==> src/rtl/m2_block_writer.sv <==
// Post-IDCT block writer: drains one 8x8 block from the dual-port buffer,
// clips to 8 bits and writes packed pixel pairs to the Y/U/V SRAM plane.
module m2_block_writer #(
  parameter int          IMG_WIDTH_Y  = 320,
  parameter int          IMG_WIDTH_UV = 160,
  parameter logic [17:0] Y_OFFSET     = 18'd0,
  parameter logic [17:0] U_OFFSET     = 18'd38400,
  parameter logic [17:0] V_OFFSET     = 18'd57600,
  parameter int          FRAC_BITS    = 16
) (
  input  logic        Clock,
  input  logic        resetn,
  input  logic        start,
  input  logic [1:0]  plane,
  input  logic [5:0]  block_col,
  input  logic [5:0]  block_row,
  input  logic        buf_sel,
  output logic [6:0]  ram_addr_a,
  output logic [6:0]  ram_addr_b,
  input  logic [31:0] ram_rdata_a,
  input  logic [31:0] ram_rdata_b,
  output logic [17:0] SRAM_address,
  output logic [15:0] SRAM_write_data,
  output logic        SRAM_we_n,
  output logic        busy,
  output logic        done
);

  localparam logic [17:0] STRIDE_Y  = 18'(IMG_WIDTH_Y / 2);
  localparam logic [17:0] STRIDE_UV = 18'(IMG_WIDTH_UV / 2);
  localparam int          HI        = FRAC_BITS + 7;

  typedef enum logic [1:0] {
    S_IDLE,
    S_LEAD,
    S_WRITE,
    S_FINISH
  } state_t;

  state_t      r_state;
  state_t      w_state;
  logic [1:0]  r_plane;
  logic [1:0]  w_plane;
  logic [4:0]  r_k;
  logic [4:0]  w_k;
  logic [17:0] r_line;
  logic [17:0] w_line;
  logic [6:0]  r_addr_a;
  logic [6:0]  w_addr_a;
  logic [6:0]  r_addr_b;
  logic [6:0]  w_addr_b;
  logic [17:0] r_sram_addr;
  logic [17:0] w_sram_addr;
  logic [15:0] r_wdata;
  logic [15:0] w_wdata;
  logic        r_we_n;
  logic        w_we_n;
  logic        r_busy;
  logic        w_busy;
  logic        r_done;
  logic        w_done;

  logic        w_accept;
  logic [17:0] w_off_in;
  logic [17:0] w_stride_in;
  logic [17:0] w_stride;
  logic [17:0] w_line_in;

  function automatic logic [7:0] clip(
    input logic [31:0] x
  );
    if (x[31]) return 8'd0;
    if (|x[30:HI+1]) return 8'hFF;
    return x[HI -: 8];
  endfunction

  assign w_accept = start && (plane != 2'd3);

  always_comb begin
    w_off_in    = Y_OFFSET;
    w_stride_in = STRIDE_Y;
    case (plane)
      2'd1: begin
        w_off_in    = U_OFFSET;
        w_stride_in = STRIDE_UV;
      end
      2'd2: begin
        w_off_in    = V_OFFSET;
        w_stride_in = STRIDE_UV;
      end
      default: ;
    endcase
  end

  // Line base folds plane offset, block row and block column together
  assign w_line_in = w_off_in
                   + 18'({block_row, 3'b000}) * w_stride_in
                   + 18'({block_col, 2'b00});

  assign w_stride = (r_plane == 2'd0) ? STRIDE_Y : STRIDE_UV;

  always_comb begin
    w_state     = r_state;
    w_plane     = r_plane;
    w_k         = r_k;
    w_line      = r_line;
    w_addr_a    = r_addr_a;
    w_addr_b    = r_addr_b;
    w_sram_addr = r_sram_addr;
    w_wdata     = r_wdata;
    w_we_n      = 1'b1;
    w_busy      = r_busy;
    w_done      = 1'b0;
    case (r_state)
      S_IDLE: begin
        w_busy = 1'b0;
        if (w_accept) begin
          w_plane  = plane;
          w_line   = w_line_in;
          w_addr_a = {buf_sel, 6'd0};
          w_addr_b = {buf_sel, 6'd1};
          w_k      = 5'd0;
          w_busy   = 1'b1;
          w_state  = S_LEAD;
        end
      end
      S_LEAD: begin
        w_addr_a = r_addr_a + 7'd2;
        w_addr_b = r_addr_b + 7'd2;
        w_state  = S_WRITE;
      end
      S_WRITE: begin
        w_we_n      = 1'b0;
        w_wdata     = {clip(ram_rdata_a), clip(ram_rdata_b)};
        w_sram_addr = r_line + 18'(r_k[1:0]);
        // Read addresses run two pairs ahead of the write index
        if (r_k < 5'd30) begin
          w_addr_a = r_addr_a + 7'd2;
          w_addr_b = r_addr_b + 7'd2;
        end
        if (r_k[1:0] == 2'd3) w_line = r_line + w_stride;
        w_k = r_k + 5'd1;
        if (r_k == 5'd31) w_state = S_FINISH;
      end
      S_FINISH: begin
        w_busy  = 1'b0;
        w_done  = 1'b1;
        w_state = S_IDLE;
      end
      default: w_state = S_IDLE;
    endcase
  end

  always_ff @(posedge Clock or negedge resetn) begin
    if (!resetn) begin
      r_state     <= S_IDLE;
      r_plane     <= 2'd0;
      r_k         <= 5'd0;
      r_line      <= 18'd0;
      r_addr_a    <= 7'd0;
      r_addr_b    <= 7'd0;
      r_sram_addr <= 18'd0;
      r_wdata     <= 16'd0;
      r_we_n      <= 1'b1;
      r_busy      <= 1'b0;
      r_done      <= 1'b0;
    end else begin
      r_state     <= w_state;
      r_plane     <= w_plane;
      r_k         <= w_k;
      r_line      <= w_line;
      r_addr_a    <= w_addr_a;
      r_addr_b    <= w_addr_b;
      r_sram_addr <= w_sram_addr;
      r_wdata     <= w_wdata;
      r_we_n      <= w_we_n;
      r_busy      <= w_busy;
      r_done      <= w_done;
    end
  end

  assign ram_addr_a      = r_addr_a;
  assign ram_addr_b      = r_addr_b;
  assign SRAM_address    = r_sram_addr;
  assign SRAM_write_data = r_wdata;
  assign SRAM_we_n       = r_we_n;
  assign busy            = r_busy;
  assign done            = r_done;

endmodule
==> config.mk <==
export PLATFORM = sky130hd
export DESIGN_NAME = m2_block_writer
export DESIGN_NICKNAME = d
export VERILOG_FILES = /design/src/rtl/m2_block_writer.sv
export SDC_FILE = /design/constraint.sdc
export NUM_CORES = 1
export LEC_CHECK = 0
export BUFFER_PORTS_ARGS = -buffer_cell sky130_fd_sc_hd__clkbuf_2
export CORE_ASPECT_RATIO = 0.9
export CORE_MARGIN = 2
export CORE_UTILIZATION = 48
export DETAILED_ROUTE_END_ITERATION = 12
export HOLD_SLACK_MARGIN = 0.08
export PLACE_DENSITY_LB_ADDON = 0.1
export SLEW_MARGIN = 20
export SYNTH_ARGS = -nofsm -noshare
export SYNTH_HDL_FRONTEND = slang
export SYNTH_SLANG_ARGS = --single-unit
==> constraint.sdc <==
create_clock -name Clock -period 2.5 [get_ports Clock]
set_clock_uncertainty 0.15 [all_clocks]
set_input_delay 0.125 -clock Clock [delete_from_list [all_inputs] [get_ports Clock]]
set_output_delay 0.125 -clock Clock [all_outputs]
set_load 0.05 [all_outputs]
---- Word-level counts from Yosys, hierarchy flattened ----
Index checks and enable logic that the tools add are counted.
word-level totals
  output and inout port bits .............. 51
  word-level logic and storage cells ...... 85
  bits in registers ....................... 78
  input bits .............................. 82
cells by class
  eq/ne operators ......................... 12
  $lt $le $gt $ge ......................... 1
  $add $sub $neg .......................... 7
  multiplexer cells ....................... 39
  $mul .................................... 1
  reductions and logical operators ........ 14
operator list
  operator                                                                count
  8-bit two-way mux                                                       10
  7-bit case mux with 3 select lines                                      2
  18-bit by 8-bit adder with 18-bit output                                2
  18-bit two-way mux                                                      2
  18-bit case mux with 2 select lines                                     1
  16-bit case mux with 2 select lines                                     1
  7-bit two-way mux                                                       4
  18-bit adder                                                            1
  18-bit by 2-bit adder with 18-bit output                                1
  6-bit by 18-bit multiplier with 15-bit output                           1
  7-bit by 2-bit adder with 7-bit output (second input constant)          2
  7-bit OR reduction                                                      2
  1-bit two-way mux                                                       13
  2-bit != test (second input constant)                                   5
  5-bit case mux with 2 select lines                                      1
  2-bit equality test (second input constant)                             4
  2-bit case mux with 4 select lines                                      1
  2-bit AND reduction                                                     3
  3-bit AND reduction                                                     2
  5-bit by 1-bit adder with 5-bit output (second input constant)          1
  5-bit equality test (second input constant)                             1
  5-bit less-than comparator (second input constant)                      1
  5-bit two-way mux                                                       1
  2-bit by 1-bit equality test with 1-bit output (second input constant)  2
  7 further kinds                                                         10

---- Depth between registers and ports, before layout ----
  depth after elaboration ................. 8
  depth in mapped cells ................... 21
  gate-level depth less buffers ........... 20

---- Worst setup path before layout ----
No wires, ideal clock.
  path type ............................... input port to flip-flop
  from .................................... input plane[0]
  to ...................................... register r_line[17]
  cell stages on the path ................. 19
  arrival time ............................ 4359 ps
  data required time ...................... 2256 ps
  setup slack ............................. -2103 ps
  library setup time ...................... 94 ps
  path buffers ............................ 1
  cells stage by stage .................... inv_1 ha_1 clkbuf_1 mux2_2 ha_1 inv_1 fa_1 fa_1 inv_1 ha_1 a21oi_1 xnor2_1 ha_1 a21o_1 a21o_1 a21o_1 o21ai_0 xor2_1 a211oi_1
between the ends
  cells in the longest elaborated chain, start to end .. 8
  elaborated cells on any way between the ends .. 14
  those cells by class .................... add/sub (2); mul (1); eq/ne (4); mux (4); reduce/logical (3)
ends and longest elaborated chain
  item                                                                                          line  source
  start, declared                                                                               14    input logic [1:0] plane,
  2-bit equality test / 2-bit by 1-bit equality test with 1-bit output (equally long branches)  82    case (plane)
  2-bit OR reduction (no line)                                                                  n/a
  8-bit two-way mux                                                                             82
  6-bit by 18-bit multiplier with 15-bit output                                                 97    + 18'({block_row, 3'b000}) * w_stride_in
  18-bit adder                                                                                  97
  18-bit by 8-bit adder with 18-bit output                                                      98    + 18'({block_col, 2'b00});
  18-bit two-way mux                                                                            117   if (w_accept) begin
  18-bit case mux with 2 select lines                                                           114   case (r_state)
  end signal, assigned                                                                          171   r_line <= w_line;
  end, declared                                                                                 46    logic [17:0] r_line;
Several ways; a longest one is shown, not always the timed one. The select of a mux whose other input is x is not followed.
A chain may end at the register's enable or synchronous reset.

---- Final worst setup path ----
Same ends and word-level chain as after synthesis.

==> parameters.txt <==
Parameter                              Value

Critical path
  Biggest fanout along the worst timing path ... 5
  Crit path DAT ... 3980 ps
  Required time worst endpoint ... 2580 ps
  Number of cell instances on the worst register-to-register path ... 10
  Critical Path End Type ... flop
  Type of element launching the critical path ... input pin
  WS Path Type ... input pin to flop

Cells and area
  Non-filler cells in the finished layout ... 796
  Final standard cell area without fillers ... 6779 µm²
  Layout cells sized above 1 ... 39.55%
  Antenna diode instance count ... 0
  Post-route core utilization ... 70.20%
  Area Overhead vs Synth ... 42.88%
  Net count, final ... 798

Detailed routing
  Vias per std cell ... 5.224
  Number of detailed-route iterations in the first pass ... 4
  Final wirelength ... 11.70 mm
  Vias after detailed routing ... 4158
  Number of nets still failing antenna checks after routing ... 0
  Average detailed-routed wire length per instance ... 14.70 µm
  Number of DRC violations after detailed routing ... 0
  Starting DRT DRC Count ... 163

Floorplan
  Number of top-level design ports ... 133
  FP Rows ... 34
  Starting density of the core ... 49.13%
  Chip height ... 98.32 µm
  Placeable Area ... 9657 µm²
  Die area ... 10700 µm²
  X dimension of the die ... 108.8 µm

Yosys
  Mean instance size in the synthesized netlist ... 9.947 µm²
  Share of flip-flops with an asynchronous set or reset ... 100.0%
  Yosys warnings ... 0
  Cell taking the most area after synthesis ... sky130_fd_sc_hd__dfrtp_1
  Synthesized instance count ... 477
  Top cell type's share of synthesized area ... 39.03%
  Number of enable flip-flop cells after synthesis ... 0
  Distinct cell type count of the synthesized netlist ... 55
  Commonest register cell after synthesis ... sky130_fd_sc_hd__dfrtp_1
  Dominant cells by area after synthesis ... sky130_fd_sc_hd__dfrtp_1, sky130_fd_sc_hd__ha_1, sky130_fd_sc_hd__mux2_2, sky130_fd_sc_hd__a21oi_1, sky130_fd_sc_hd__nand2_1
  Share of the yosys chip area belonging to registers ... 39.58%
  Synth Cell Area ... 4745 µm²
  Yosys reg bits ... 75

Run
  MaxCap Viol Count ... 0

STA
  Sum of negative setup slack ... -7749 ps
  Unrepaired setup endpoints after global routing ... yes
  Transition time of the tightest slew-check pin ... 930.2 ps
  Upper clock frequency limit ... 256.2 MHz
  Final-report setup violation count ... 8
  Final hold violation count ... 0
  Period Utilization, post-route ... 156.1%
  Final Max Slew Viols ... 0
  Worst Hold Margin ... 112.7 ps
  Final worst slack ... -1403 ps
  Shortest period the worst path allows ... 3903 ps
  Worst relative slew slack ... 37.99%

Global routing
  First-pass GRT wire length ... 19.34 mm
  Number of global-route vias before repair ... 4192
  Residual overflow from global routing ... 0
  Overall track demand over capacity in global routing ... 22.85%
  Number of antenna violations at the first check in global routing ... 0
  Pin count of the biggest net entering global routing ... 76

Clock tree
  Cell at the root of the clock tree ... sky130_fd_sc_hd__clkbuf_8
  Worst skew pair latency ... 360 ps
  Clock sinks ... 75
  Longest Clk Path Bufs ... 2
  Clock-pin transition on the worst setup and hold timing paths ... 90 ps
  Clock buffers created by TritonCTS ... 9
  Count of H-tree levels built during CTS ... 3
  CTS tree ... done

Hold path
  Cell depth of the worst min-delay path ... 3
  Hold crit path type ... input pin to flop

Pwr
  Power per cell area ... 1330 nW/µm²
  Max rail drop VDD ... 0.7750 mV
  Leakage dissipation ... 3.307 nW

Placed design
  Post-place instance area ... 5882 µm²
  Number of port buffers ... 99
  Final weighted congestion of routability-driven global placement ... 0.8054
  HPWL Detailed ... 8.260 mm
  Instance count after placement with tap cells included ... 731

Status
  Run status ... finished, violations left
  Violated checks ... negative setup slack
==> placed cells by master (no fill, tap or decap), drive strengths merged, types with 3 or more instances in the layout <==
cell type    instances
conb                 6
nor4                 4
o21ai               26
xor2                 7
or2                  3
inv                 41
nor2b                5
ha                  44
o31ai                6
a21oi               44
mux2                38
dlygate4sd3         41
o22ai                5
nand3               15
o21a                 3
clkbuf             107
nand2b               4
nand2               40
o21bai               3
nor2                11
a211oi               4
a22o                 6
mux2i                6
or4                  3
nand4                5
a21o                11
nor3                 6
fa                   7
xnor2                6
dfrtp               74
buf                 58
and2                 6
==> per-layer routing <==
metal | wire, µm | GRT usage (%)
met1 | 5215 | 28.30
met2 | 5786 | 38.65
met3 | 510 | 5.808
met4 | 187 | 7.692
met5 | 0 | 0
==> stage by stage <==
| step | setup WS, ps | total power [mW] |
|---|---|---|
| after CTS | -1403 | 8.735 |
| after floorplan | -1152 | 5.933 |
| after global routing | -1546 | 9.652 |
| after global placement | -1839 | 7.318 |
| final | -1403 | 9.016 |
| after detailed placement | -1965 | 7.466 |
==> timing repair <==
item,in CTS,in global routing
pin swaps,18,19
hold buffers,41,0
hold endpoints to repair,100,0
gates resized for setup,14,23
setup endpoints to repair,9,10
buffers inserted,2,9
==> kinds of logic after synthesis <==
family	Yosys count	synth area share (%)
buffers and inverters	61	4.984
and+or+nand+nor	114	12.84
other	2	0.1583
xor gates and xnor gates	13	2.400
AOI/OAI and AO/OA	117	15.19
DFF	75	39.58
adders and majority gates	51	14.56
muxes	44	10.28
==> critical path: stages <==
cell and delay [ps]:
sky130_fd_sc_hd__clkbuf_16 120, sky130_fd_sc_hd__inv_12 30, sky130_fd_sc_hd__ha_4 260, sky130_fd_sc_hd__mux2_4 320
sky130_fd_sc_hd__ha_4 260, sky130_fd_sc_hd__inv_2 30, sky130_fd_sc_hd__fa_1 480, sky130_fd_sc_hd__fa_1 510
sky130_fd_sc_hd__inv_2 40, sky130_fd_sc_hd__ha_4 230, sky130_fd_sc_hd__a21o_4 210, sky130_fd_sc_hd__a21oi_4 140
sky130_fd_sc_hd__xnor2_1 120, sky130_fd_sc_hd__ha_1 270, sky130_fd_sc_hd__a21o_1 220, sky130_fd_sc_hd__a21o_1 200
sky130_fd_sc_hd__o21ai_2 150, sky130_fd_sc_hd__xor2_1 170, sky130_fd_sc_hd__a211oi_1 90
==> power breakdown <==
part / switching, mW / internal (mW) / total [mW]
clock: 0.507 / 0.579 / 1.09
combinational: 3.42 / 2.31 / 5.74
sequential: 0.411 / 1.78 / 2.19
total: 4.34 / 4.67 / 9.02
==> worst paths after layout <==
kind	slack, ps	endpoint	startpoint
min in group asynchronous	310	r_line[2]	resetn
worst min register to register	340	SRAM_address[1]	SRAM_address[1]
max in group asynchronous	1300	r_plane[1]	resetn
worst max register to register	-70	r_line[16]	r_plane[0]
worst min-delay path	110	SRAM_write_data[12]	ram_rdata_a[31]
worst max-delay path	-1400	r_line[17]	plane[0]
==> synthesized netlist by cell type, drive strengths merged, types with 2 or more instances <==
library cell / instances
mux2i: 6
dfrtp: 74
o31ai: 6
o21ai: 26
nor2: 11
nor4: 4
nor2b: 5
nand3: 15
o21bai: 3
a211oi: 4
nor3: 6
nand4: 5
nand3b: 2
and2: 6
o21a: 3
fa: 7
inv: 37
and3: 2
clkbuf: 16
a22o: 6
buf: 8
or2: 3
xor2: 7
o22ai: 5
conb: 2
ha: 44
nor3b: 2
or3: 2
mux2: 38
a21o: 11
xnor2: 6
nand2b: 4
nand2: 40
a21oi: 44
or4: 3
a31oi: 2
==> sequential cells by signal, indices dropped and copies added (netlist names), 2 cells and up <==
signal	count
r_line	16
r_k	5
ram_addr_a	6
SRAM_write_data	16
ram_addr_b	7
r_plane	2
r_state	2
SRAM_address	18
==> cell type report <==
| class | instances | area [µm²] |
|---|---|---|
| clock buffer | 9 | 123.9 |
| fill | 745 | 2878 |
| multi-input combinational | 345 | 2977 |
| clock inverter | 7 | 105.1 |
| tap | 126 | 157.7 |
| inverter | 37 | 153.9 |
| timing repair buffer | 197 | 1384 |
| sequential | 75 | 1878 |
No activity file was read; power rests on OpenSTA's default activity.
